[src/rtl/atuador_de_porta.sv]
// atuador_de_porta: motor-side sequencer for the automatic door (open, hold, close, fault).
// Optional macro REABERTURA_EN: an obstacle while closing reopens the door instead of stopping it.
module atuador_de_porta #(
   parameter int HOLD_CYCLES    = 50,
   parameter int TIMEOUT_CYCLES = 200
) (
   input  logic clk,
   input  logic rst,
   input  logic abrir_req,
   input  logic fim_aberta,
   input  logic fim_fechada,
   input  logic obstaculo,
   output logic motor_abrir,
   output logic motor_fechar,
   output logic porta_aberta,
   output logic falha
);

   localparam int MAX_CYCLES = (HOLD_CYCLES > TIMEOUT_CYCLES) ? HOLD_CYCLES : TIMEOUT_CYCLES;
   localparam int TW = $clog2(MAX_CYCLES + 1);
   localparam logic [TW-1:0] TIMER_MAX   = TW'(MAX_CYCLES);
   localparam logic [TW-1:0] HOLD_LAST   = TW'(HOLD_CYCLES - 1);
   localparam logic [TW-1:0] TRAVEL_LAST = TW'(TIMEOUT_CYCLES - 1);

`ifdef REABERTURA_EN
   typedef enum logic [2:0] {FECHADA, ABRINDO, ABERTA, FECHANDO, FALHA} estado_t;
`else
   typedef enum logic [2:0] {FECHADA, ABRINDO, ABERTA, FECHANDO, PARADA, FALHA} estado_t;
`endif

   estado_t       estado;
   estado_t       prox_estado;
   logic [TW-1:0] timer;
   logic [TW-1:0] prox_timer;

   always_comb begin
      prox_estado = estado;
      prox_timer  = timer;
      case (estado)
         FECHADA: begin
            if (abrir_req)
               prox_estado = ABRINDO;
            else if (!fim_fechada)
               prox_estado = FECHANDO;
         end
         ABRINDO: begin
            if (fim_aberta)
               prox_estado = ABERTA;
            else if (timer == TRAVEL_LAST)
               prox_estado = FALHA;
         end
         ABERTA: begin
            if (!abrir_req && !obstaculo && timer == HOLD_LAST)
               prox_estado = FECHANDO;
         end
         FECHANDO: begin
            if (abrir_req)
               prox_estado = ABRINDO;
            else if (obstaculo)
`ifdef REABERTURA_EN
               prox_estado = ABRINDO;
`else
               prox_estado = PARADA;
`endif
            else if (fim_fechada)
               prox_estado = FECHADA;
            else if (timer == TRAVEL_LAST)
               prox_estado = FALHA;
         end
`ifndef REABERTURA_EN
         PARADA: begin
            if (abrir_req)
               prox_estado = ABRINDO;
            else if (!obstaculo)
               prox_estado = FECHANDO;
         end
`endif
         default: prox_estado = FALHA;
      endcase

      // Contradictory limit switches override every other decision
      if (estado != FALHA && fim_aberta && fim_fechada)
         prox_estado = FALHA;

      if (prox_estado != estado)
         prox_timer = '0;
      else if (estado == ABERTA && (abrir_req || obstaculo))
         prox_timer = '0;
      else if (timer != TIMER_MAX)
         prox_timer = timer + 1'b1;
   end

   // Outputs are registered from the next state so they always match the state register
   always_ff @(posedge clk or posedge rst) begin
      if (rst) begin
         estado       <= FECHADA;
         timer        <= '0;
         motor_abrir  <= 1'b0;
         motor_fechar <= 1'b0;
         porta_aberta <= 1'b0;
         falha        <= 1'b0;
      end else begin
         estado       <= prox_estado;
         timer        <= prox_timer;
         motor_abrir  <= (prox_estado == ABRINDO);
         motor_fechar <= (prox_estado == FECHANDO);
         porta_aberta <= (prox_estado == ABERTA);
         falha        <= (prox_estado == FALHA);
      end
   end

endmodule

[config.mk]
export PLATFORM = sky130hd
export DESIGN_NAME = atuador_de_porta
export DESIGN_NICKNAME = d
export VERILOG_FILES = /design/src/rtl/atuador_de_porta.sv
export SDC_FILE = /design/constraint.sdc
export NUM_CORES = 1
export LEC_CHECK = 0
export CAP_MARGIN = 5
export CORE_MARGIN = 1
export CORE_UTILIZATION = 45
export DETAILED_ROUTE_END_ITERATION = 6
export PLACE_DENSITY = 0.72
export SLEW_MARGIN = 20
export SYNTH_ARGS = -nofsm -noshare
export SYNTH_HDL_FRONTEND = slang
export SYNTH_SLANG_ARGS = --single-unit
export TNS_END_PERCENT = 10
[constraint.sdc]
create_clock -name clk -period 4.6 [get_ports clk]
set_clock_uncertainty 0.1 [all_clocks]
set_input_delay 0.92 -clock clk [delete_from_list [all_inputs] [get_ports clk]]
set_output_delay 0.92 -clock clk [all_outputs]
set_load 0.02 [all_outputs]
==> impl_metrics.tcl, run 1 <==
set metrics [dict create \
    outcome "complete, no violations" \
    drt_first_iter_violations 14 \
    cp.arrival_ns 3.06 \
    synth_top_area_share_pct 37.93 \
    p_switching_uw 46.04 \
    drt-total-wl_mm 1.865 \
    wire_per_inst_microns 13.42 \
    grt_max_degree 16 \
    synth-xor-area-share_pct 6.195 \
    yosysTopAreaCell "dfrtp_1" \
    drt_first_pass_iters 4 \
    cp-start-kind "input pin" \
    layout.nets 122 \
    die_area_sq_um 2391 \
    drt-vias-per-instance 5.468 \
    place_congestion 0.8695 \
    syn_area_per_cell_sq_um 9.703 \
    synthArstFlopShare_pct 100.0 \
    synthTopCellsByArea "dfrtp_1, nor3_2, ha_1, nand2_1, xor2_1" \
    io_pins 10 \
    cts_tree "built" \
    period_share_pct 64.52 \
    synth_edf_count 0 \
    max_freq_mhz 337.0 \
    combPwrFrac_pct 5.6 \
    port_buffers 9 \
    grt_usage_pct 17.74 \
    root_buffer "clkbuf_4" \
    start_util_pct 48.95 \
    ctsResizeCount 0 \
    cts-buffers-inserted 3 \
    h-tree-depth 1 \
    synth_simple_gate_area_share_pct 32.24 \
    crit_type "input pin to register" \
    ys_top_cells_by_count "dfrtp_1, nand2_1, inv_1" \
    synth_compound_area_share_pct 12.14 \
    clk_pin_slew_ns 0.09 \
    fin_ws_ns 1.632 \
    cellPowerDensity_nw_per_um2 192.3 \
    rows 16 \
    setup_viol 0 \
    hpwl_mm 1.490 \
    synthFlopType "dfrtp_1" \
    seq_power_share_pct 61.2 \
    p_int_uw 169.3 \
    worst_slew_pin_slew_ns 0.5219 \
    power_frac_clock_pct 33.2 \
    antenna_found_initial 0 \
    min_period_ns 2.968 \
    grt-ovfl-total 0 \
    routed-via-count 760 \
    slew_violations 0 \
    ant_nets 0 \
    hold_viol 0 \
    syn_area_sq_um 989.7 \
    synth-adder-area-share_pct 3.793 \
    synth_top_family_by_area "simple AND/OR/NAND/NOR gates" \
    crit_fanout 8 \
    relSlewSlack_pct 65.17 \
    worst_setup_path_end_kind "register" \
    vdd_ir_drop_max_uv 186.2 \
    maxCapViolations 0 \
    ys_ff_latch 15 \
    finalSetupTns_ns 0 \
    clkLatencyLatePin_ns 0.28 \
    drive_above_1_share_pct 18.75 \
    syn2layout_area_growth_pct 13.15 \
    pre_cts_ws_ns 1.336 \
    yosysMostFrequentCell "dfrtp_1" \
    holdBufCountCts 0 \
    cp.required_ns 4.70 \
    diodes 0 \
    synth-seq-area-share_pct 37.93 \
    core_sq_um 2022 \
    cts_sinks 15 \
    grt_pass1_wl_mm 3.298 \
    p_sw_share_pct 21.38 \
    hp-class "register to register" \
    rsz0062_at_grt "no" \
    yosys_warnings 0 \
    cts_buffer_depth 2 \
    drc_errors 0 \
    leakage_uw 0.0004535 \
    muxShareOfSynthArea_pct 2.149 \
    synth_cell_types 41 \
    cts_setup_buffers 0 \
    die_w_microns 48.90 \
    postSynthCellCount 102 \
    syn_nets 111 \
    grt_pass1_vias 787 \
    die_y_microns 48.90 \
]
==> cell usage in the layout (no fill, tap or decap), types with 3 or more instances in the layout <==
cell type / Yosys / final
clkbuf_4: 0 / 3
o211ai_1: 3 / 3
nand2_1: 10 / 10
xnor2_1: 3 / 3
o21ai_0: 3 / 3
nor3_1: 5 / 5
inv_1: 9 / 9
xor2_1: 4 / 4
ha_1: 3 / 3
nor3_2: 8 / 8
clkdlybuf4s50_1: 0 / 9
dfrtp_1: 15 / 15
nor2_1: 4 / 4
==> kinds of logic (layout without fill, tap and decap cells) <==
group	count (synthesis)	in the layout
AOI/OAI and AO/OA	16	16
xor gates and xnor gates	7	7
adders and majority gates	3	3
buffers and inverters	12	22
DFF	15	15
muxes	2	2
and+or+nand+nor	47	47
==> state kept, by name, indices dropped and copies added (netlist names) <==
name and cells:
timer 8, falha 1, motor_abrir 1, motor_fechar 1, estado 3, porta_aberta 1
==> critical path, cell delays in order <==
cell and delay [ns]:
clkdlybuf4s50_1 0.51, mux2_2 0.30, or3_1 0.31, a31oi_1 0.36
xnor2_1 0.18, nand3_2 0.23, nor3_2 0.25
==> path summary, 6_finish.rpt <==
| check | startpoint | to | slack [ns] | cells after the start |
|---|---|---|---|---|
| worst min register to register | timer[5] | timer[5] | 0.54 | 2 |
| worst max register to register | timer[1] | timer[0] | 2.10 | 8 |
| max in group asynchronous | rst | timer[0] | 3.18 | 2 |
| worst min-delay path | timer[5] | timer[5] | 0.54 | 2 |
| worst max-delay path | obstaculo | timer[0] | 1.63 | 7 |
| min in group asynchronous | rst | falha | 0.86 | 2 |
==> stage by stage <==
stage,total power (uW),util [%],instances,hold slack (ns),area (sq um)
after floorplan,139.2,-,102,0.4600,989.7
after global placement,146.3,54.02,135,0.4899,1092
after detailed placement,146.5,54.02,135,0.5200,1092
after CTS,219.2,55.38,139,0.5361,1120
after global routing,222.6,55.38,139,0.5559,1120
final,215.3,55.38,139,0.5397,1120
==> power by group through the flow <==
stage	clock [uW]	sequential, uW	combinational (uW)
5_1_grt	77.2	132	13.6
3_3_place_gp	0	134	12.0
4_1_cts	75.3	132	12.2
2_1_floorplan	0	134	4.83
6_report	71.5	132	12.1
3_5_place_dp	0	134	12.2
==> per-layer routing <==
layer	global-route usage, %	routed length, microns
met1	23.72	911
met5	0	0
met2	28.70	855
met4	9.314	40
met3	1.246	58
==> layout make-up <==
type	instances	area [sq um]
fill	185	902.1
multi-input combinational	75	559.3
sequential	15	375.4
timing repair buffer	9	90.09
inverter	9	33.78
tap	27	33.78
clock buffer	3	22.52
clock inverter	1	5.005
(Power assumes the default switching activity.)
==> run 2, diff against run 1 <==
--- a/config.mk
+++ b/config.mk
@@ -9,7 +9,7 @@
 export CORE_MARGIN = 1
 export CORE_UTILIZATION = 45
 export DETAILED_ROUTE_END_ITERATION = 6
-export PLACE_DENSITY = 0.72
+export PLACE_DENSITY = 0.75
 export SLEW_MARGIN = 20
 export SYNTH_ARGS = -nofsm -noshare
 export SYNTH_HDL_FRONTEND = slang
==> constraint.sdc (replaced) <==
create_clock -name clk -period 2.45 [get_ports clk]
set_clock_uncertainty 0.1 [all_clocks]
set_input_delay 0.49 -clock clk [delete_from_list [all_inputs] [get_ports clk]]
set_output_delay 0.49 -clock clk [all_outputs]
set_load 0.02 [all_outputs]
==> impl_metrics.tcl, run 2 (synthesized netlist as in run 1, its figures left out) <==
set metrics [dict create \
    cts_tree "built" \
    hold_viol 0 \
    hp-class "input pin to async pin" \
    critical_path.top_delay_family "simple AND/OR/NAND/NOR gates" \
    die_w_microns 48.90 \
    drive_above_1_share_pct 29.69 \
    die_area_sq_um 2391 \
    crit_fanout 8 \
    cp_cell_sequence "inv_1, ha_2, or4b_1, or4_4, nor4_2, a211o_2, a21oi_4, buf_12, nor3_4" \
    total_power_uw 412.2 \
    final_cell_mix "dfrtp_1, buf_4, nand2_1, inv_1, clkdlybuf4s50_1" \
    power_frac_clock_pct 32.6 \
    die_y_microns 48.90 \
    h-tree-depth 1 \
    hold_ws_ns 0.4577 \
    routed-via-count 876 \
    worst_setup_path_end_kind "register" \
    cts_sinks 15 \
    wire_per_inst_microns 15.25 \
    drc_errors 0 \
    maxCapViolations 0 \
    clk_pin_slew_ns 0.08 \
    combPwrFrac_pct 7.4 \
    vdd_ir_drop_max_uv 477.0 \
    period_share_pct 98.25 \
    r2r_start "timer[1]" \
    seq_power_share_pct 60.0 \
    io_pins 10 \
    largest_reg_flops 8 \
    cp.arrival_ns 2.50 \
    outcome "complete, no violations" \
    p_sw_share_pct 21.04 \
    p_int_uw 325.5 \
    worst_slew_pin_slew_ns 0.5602 \
    root_buffer "clkbuf_4" \
    grt_max_degree 16 \
    clkLatencyLatePin_ns 0.28 \
    grt_pass1_wl_mm 3.960 \
    cellPowerDensity_nw_per_um2 323.6 \
    slowest_stage "or4_4" \
    setup_viol 0 \
    place_congestion 0.9176 \
    drt-vias-per-instance 5.652 \
    cts-buffers-inserted 3 \
    grt_usage_pct 21.67 \
    max_stage_delay_ns 0.45 \
    drt-total-wl_mm 2.364 \
    max_freq_mhz 415.4 \
    layout.nets 138 \
    grt-ovfl-total 0 \
    cp-startpoint "timer[1]" \
    slew_violations 0 \
    min_period_ns 2.407 \
    port_buffers 9 \
    leakage_uw 0.0005244 \
    ant_nets 0 \
    crit_type "register to register" \
    core_sq_um 2022 \
    drt_first_pass_iters 4 \
    drt_first_iter_violations 26 \
    start_util_pct 48.95 \
    hpwl_mm 1.762 \
    syn2layout_area_growth_pct 28.70 \
    cp.required_ns 2.55 \
    diodes 0 \
    grt_pass1_vias 918 \
    largestRegisters "timer x8, estado x3" \
    rsz0062_at_grt "yes" \
    relSlewSlack_pct 62.61 \
    holdBufCountCts 0 \
    rows 16 \
    largest-register "timer" \
    cp-start-kind "register" \
    crit_buf_inv 2 \
    antenna_found_initial 0 \
    p_switching_uw 86.73 \
    cts_buffer_depth 2 \
]
## run 2: cell count changes in the layout (fill, tap and decap cells not counted)
cell	change
a311oi_1	-1
a311oi_2	+1
buf_12	+1
buf_4	+15
clkbuf_1	+1
clkinv_2	-1
ha_1	-1
ha_2	+1
nand3_2	-1
nand3_4	+1
nor3_2	-1
nor3_4	+1
## run 2: timing repair
item	CTS	global route
endpoints found under the setup margin	5	10
cloned	0	0
hold endpoints to repair	0	0
pin swaps	7	3
gates resized for setup	3	1
setup buffers	1	1
## run 2: routing by layer
metal,track usage [%],share of wire [%]
met1,24.71,41
met2,39.35,53
met3,5.919,4.6
met4,5.882,0.80
met5,0,0
## run 2: metrics by stage
step | util (%) | area, sq um | TNS, ns | worst slack [ns] | std cells
final | 63.00 | 1274 | 0 | 0.04287 | 155
after global routing | 63.00 | 1274 | -0.006317 | -0.004583 | 155
after CTS | 61.63 | 1246 | -0.001914 | -0.001914 | 154
after detailed placement | 60.21 | 1217 | -1.923 | -0.2596 | 150
after global placement | 60.21 | 1217 | -1.427 | -0.1866 | 150
after floorplan | - | 989.7 | 0 | 0.1285 | 102
## run 2: power by group through the flow
stage / Clock (uW) / Sequential (uW) / Combinational, uW
detailed placement: 0 / 252 / 29.4
global route: 158 / 247 / 33.0
floorplan: 0 / 252 / 9.07
finish: 135 / 247 / 30.4
global placement: 0 / 252 / 28.3
CTS: 141 / 247 / 29.6
## run 2: worst register-to-register path: cells and delay by family (launching register included)
kind	cells	cell delay [ns]
adder cells (fa/ha/maj)	1	0.17
flip-flops	1	0.39
buffers and inverters	2	0.24
AO/OA/AOI/OAI	2	0.25
AND/OR/NAND/NOR	4	1.19
## run 2: final timing paths
check,to,slack (ns),cells after the start
max,timer[3],0.04,9
min,estado[0],0.46,2
max reg2reg,timer[3],0.04,9
min reg2reg,timer[7],0.52,2
max in group asynchronous,timer[2],1.42,2
min in group clk,timer[7],0.52,2
## run 2: area by class of cell
type	instances	area [sq um]
Multi-Input combinational cell	75	581.8
Inverter	9	33.78
Sequential cell	15	375.4
Timing Repair Buffer	25	222.7
Fill cell	176	748.2
Clock buffer	4	26.28
Tap cell	27	33.78
==> run 3, diff against run 2 <==
--- a/config.mk
+++ b/config.mk
@@ -9,7 +9,8 @@
 export CORE_MARGIN = 1
 export CORE_UTILIZATION = 45
 export DETAILED_ROUTE_END_ITERATION = 6
-export PLACE_DENSITY = 0.75
+export DONT_BUFFER_PORTS = 1
+export PLACE_DENSITY = 0.69
 export SLEW_MARGIN = 20
 export SYNTH_ARGS = -nofsm -noshare
 export SYNTH_HDL_FRONTEND = slang
==> impl_metrics.tcl, run 3 (synthesized netlist as in run 1, its figures left out) <==
set metrics [dict create \
    slowest_stage "or4_4" \
    rr_endpoint "timer[3]" \
    cp-start-kind "register" \
    setup_viol 0 \
    cts-buffers-inserted 3 \
    syn2layout_area_growth_pct 15.17 \
    largest-register "timer" \
    antenna_found_initial 0 \
    drive_above_1_share_pct 29.46 \
    layout.nets 122 \
    relSlewSlack_pct 63.47 \
    cellPowerDensity_nw_per_um2 357.5 \
    drt-vias-per-instance 5.496 \
    period_share_pct 97.76 \
    ant_nets 0 \
    max_stage_delay_ns 0.47 \
    r2r_start "timer[1]" \
    rows 16 \
    largestRegisters "timer x8, estado x3" \
    drt_first_iter_violations 19 \
    fill_cells 180 \
    cp.required_ns 2.57 \
    cp_cell_sequence "inv_2, ha_1, or4b_1, or4_4, nor4_4, a211o_2, a21oi_4, buf_12, nor3_2" \
    grt_pass1_vias 774 \
    rrSetupSlack_ns 0.05 \
    min_period_ns 2.395 \
    cp.arrival_ns 2.52 \
    core_sq_um 2022 \
    root_buffer "clkbuf_4" \
    slew_violations 0 \
    drt-total-wl_mm 2.037 \
    cts_sinks 15 \
    hpwl_mm 1.510 \
    io_pins 10 \
    clkLatencyLatePin_ns 0.30 \
    largest_reg_flops 8 \
    grt_pass1_wl_mm 3.484 \
    post-route-cell-area_sq_um 1140 \
    wire_per_inst_microns 14.65 \
    hold_viol 0 \
    port_buffers 0 \
    place_congestion 0.8601 \
    start_util_pct 48.95 \
    vdd_ir_drop_max_uv 449.7 \
    cts_buffer_depth 2 \
    total_power_uw 407.5 \
    placed_area_sq_um 1047 \
    final_common_cell "dfrtp_1" \
    h-tree-depth 1 \
    routed-via-count 764 \
    worst_setup_path_end_kind "register" \
    crit_type "register to register" \
    diodes 0 \
    drc_errors 0 \
    worst_slew_pin_slew_ns 0.5473 \
    hold_ws_ns 0.01505 \
    holdBufCountCts 0 \
    rsz0062_at_grt "yes" \
    reg2reg_depth 9 \
    leakage_uw 0.0004738 \
    die_area_sq_um 2391 \
    drt_first_pass_iters 5 \
    grt_usage_pct 19.34 \
    outcome "complete, no violations" \
    clk_pin_slew_ns 0.09 \
    crit_fanout 7 \
    die_y_microns 48.90 \
    grt_max_degree 16 \
    cts_tree "built" \
    final_cell_mix "dfrtp_1, nand2_1, inv_1, nor3_2, buf_4" \
    die_w_microns 48.90 \
    hp-class "input pin to async pin" \
    maxCapViolations 0 \
    grt-ovfl-total 0 \
    max_freq_mhz 417.5 \
]
[run 3: layer usage]
layer	up-vias	track usage [%]	share of wire, %	wire length [microns]
li1	383	-	-	-
met1	353	23.32	44	906
met2	23	33.10	48	986
met3	5	3.427	4.0	81
met4	0	9.314	3.1	63
met5	-	0	0	0
[run 3: layout make-up]
cell class	instances	area [sq um]	share of cell area [%]
inverters	9	33.78	2.964
clock inverters	1	5.005	0.4391
flip-flops and latches	15	375.4	32.93
repair buffers	9	80.08	7.025
multi-input cells	75	589.3	51.70
clock buffers	3	22.52	1.976
well taps	27	33.78	2.964
[run 3: critical path, delay by kind of cell (launching register included)]
kind            cells  cell delay, ns
simple gates        4            1.21
flops               1            0.40
compound gates      2            0.25
buf+inv             2            0.23
fa+ha+maj           1            0.13
[run 3: worst max-delay path by stage]
| stage | slack (ns) | to | from |
|---|---|---|---|
| finish | 0.05 | timer[3] | timer[1] |
| global route | -0.09 | timer[3] | timer[1] |
| CTS | 0.03 | timer[0] | timer[1] |
| detailed placement | -0.04 | timer[6] | timer[1] |
| global placement | 0.07 | timer[5] | timer[1] |
| floorplan | 0.13 | timer[0] | timer[1] |
[run 3: stage by stage]
step | worst slack [ns] | TNS (ns) | util, % | std cells
after floorplan | 0.1285 | 0 | - | 102
after global placement | 0.07426 | 0 | 51.79 | 132
after detailed placement | -0.04240 | -0.2829 | 51.79 | 132
after CTS | 0.03169 | 0 | 56.06 | 139
after global routing | -0.08659 | -0.4975 | 56.37 | 139
final | 0.05482 | 0 | 56.37 | 139
[run 3: repair_timing]
| action | in CTS | in global routing |
|---|---|---|
| gates resized for setup | 2 | 2 |
| buffers inserted | 3 | 0 |
| endpoints found under the setup margin | 8 | 9 |
| pin swaps | 2 | 0 |
[run 3: power by group]
group	switching [uW]	total, uW	internal (uW)
clock	87.1	148	61.0
sequential	0	247	247
combinational	8.67	12.1	3.43
total	95.8	408	312
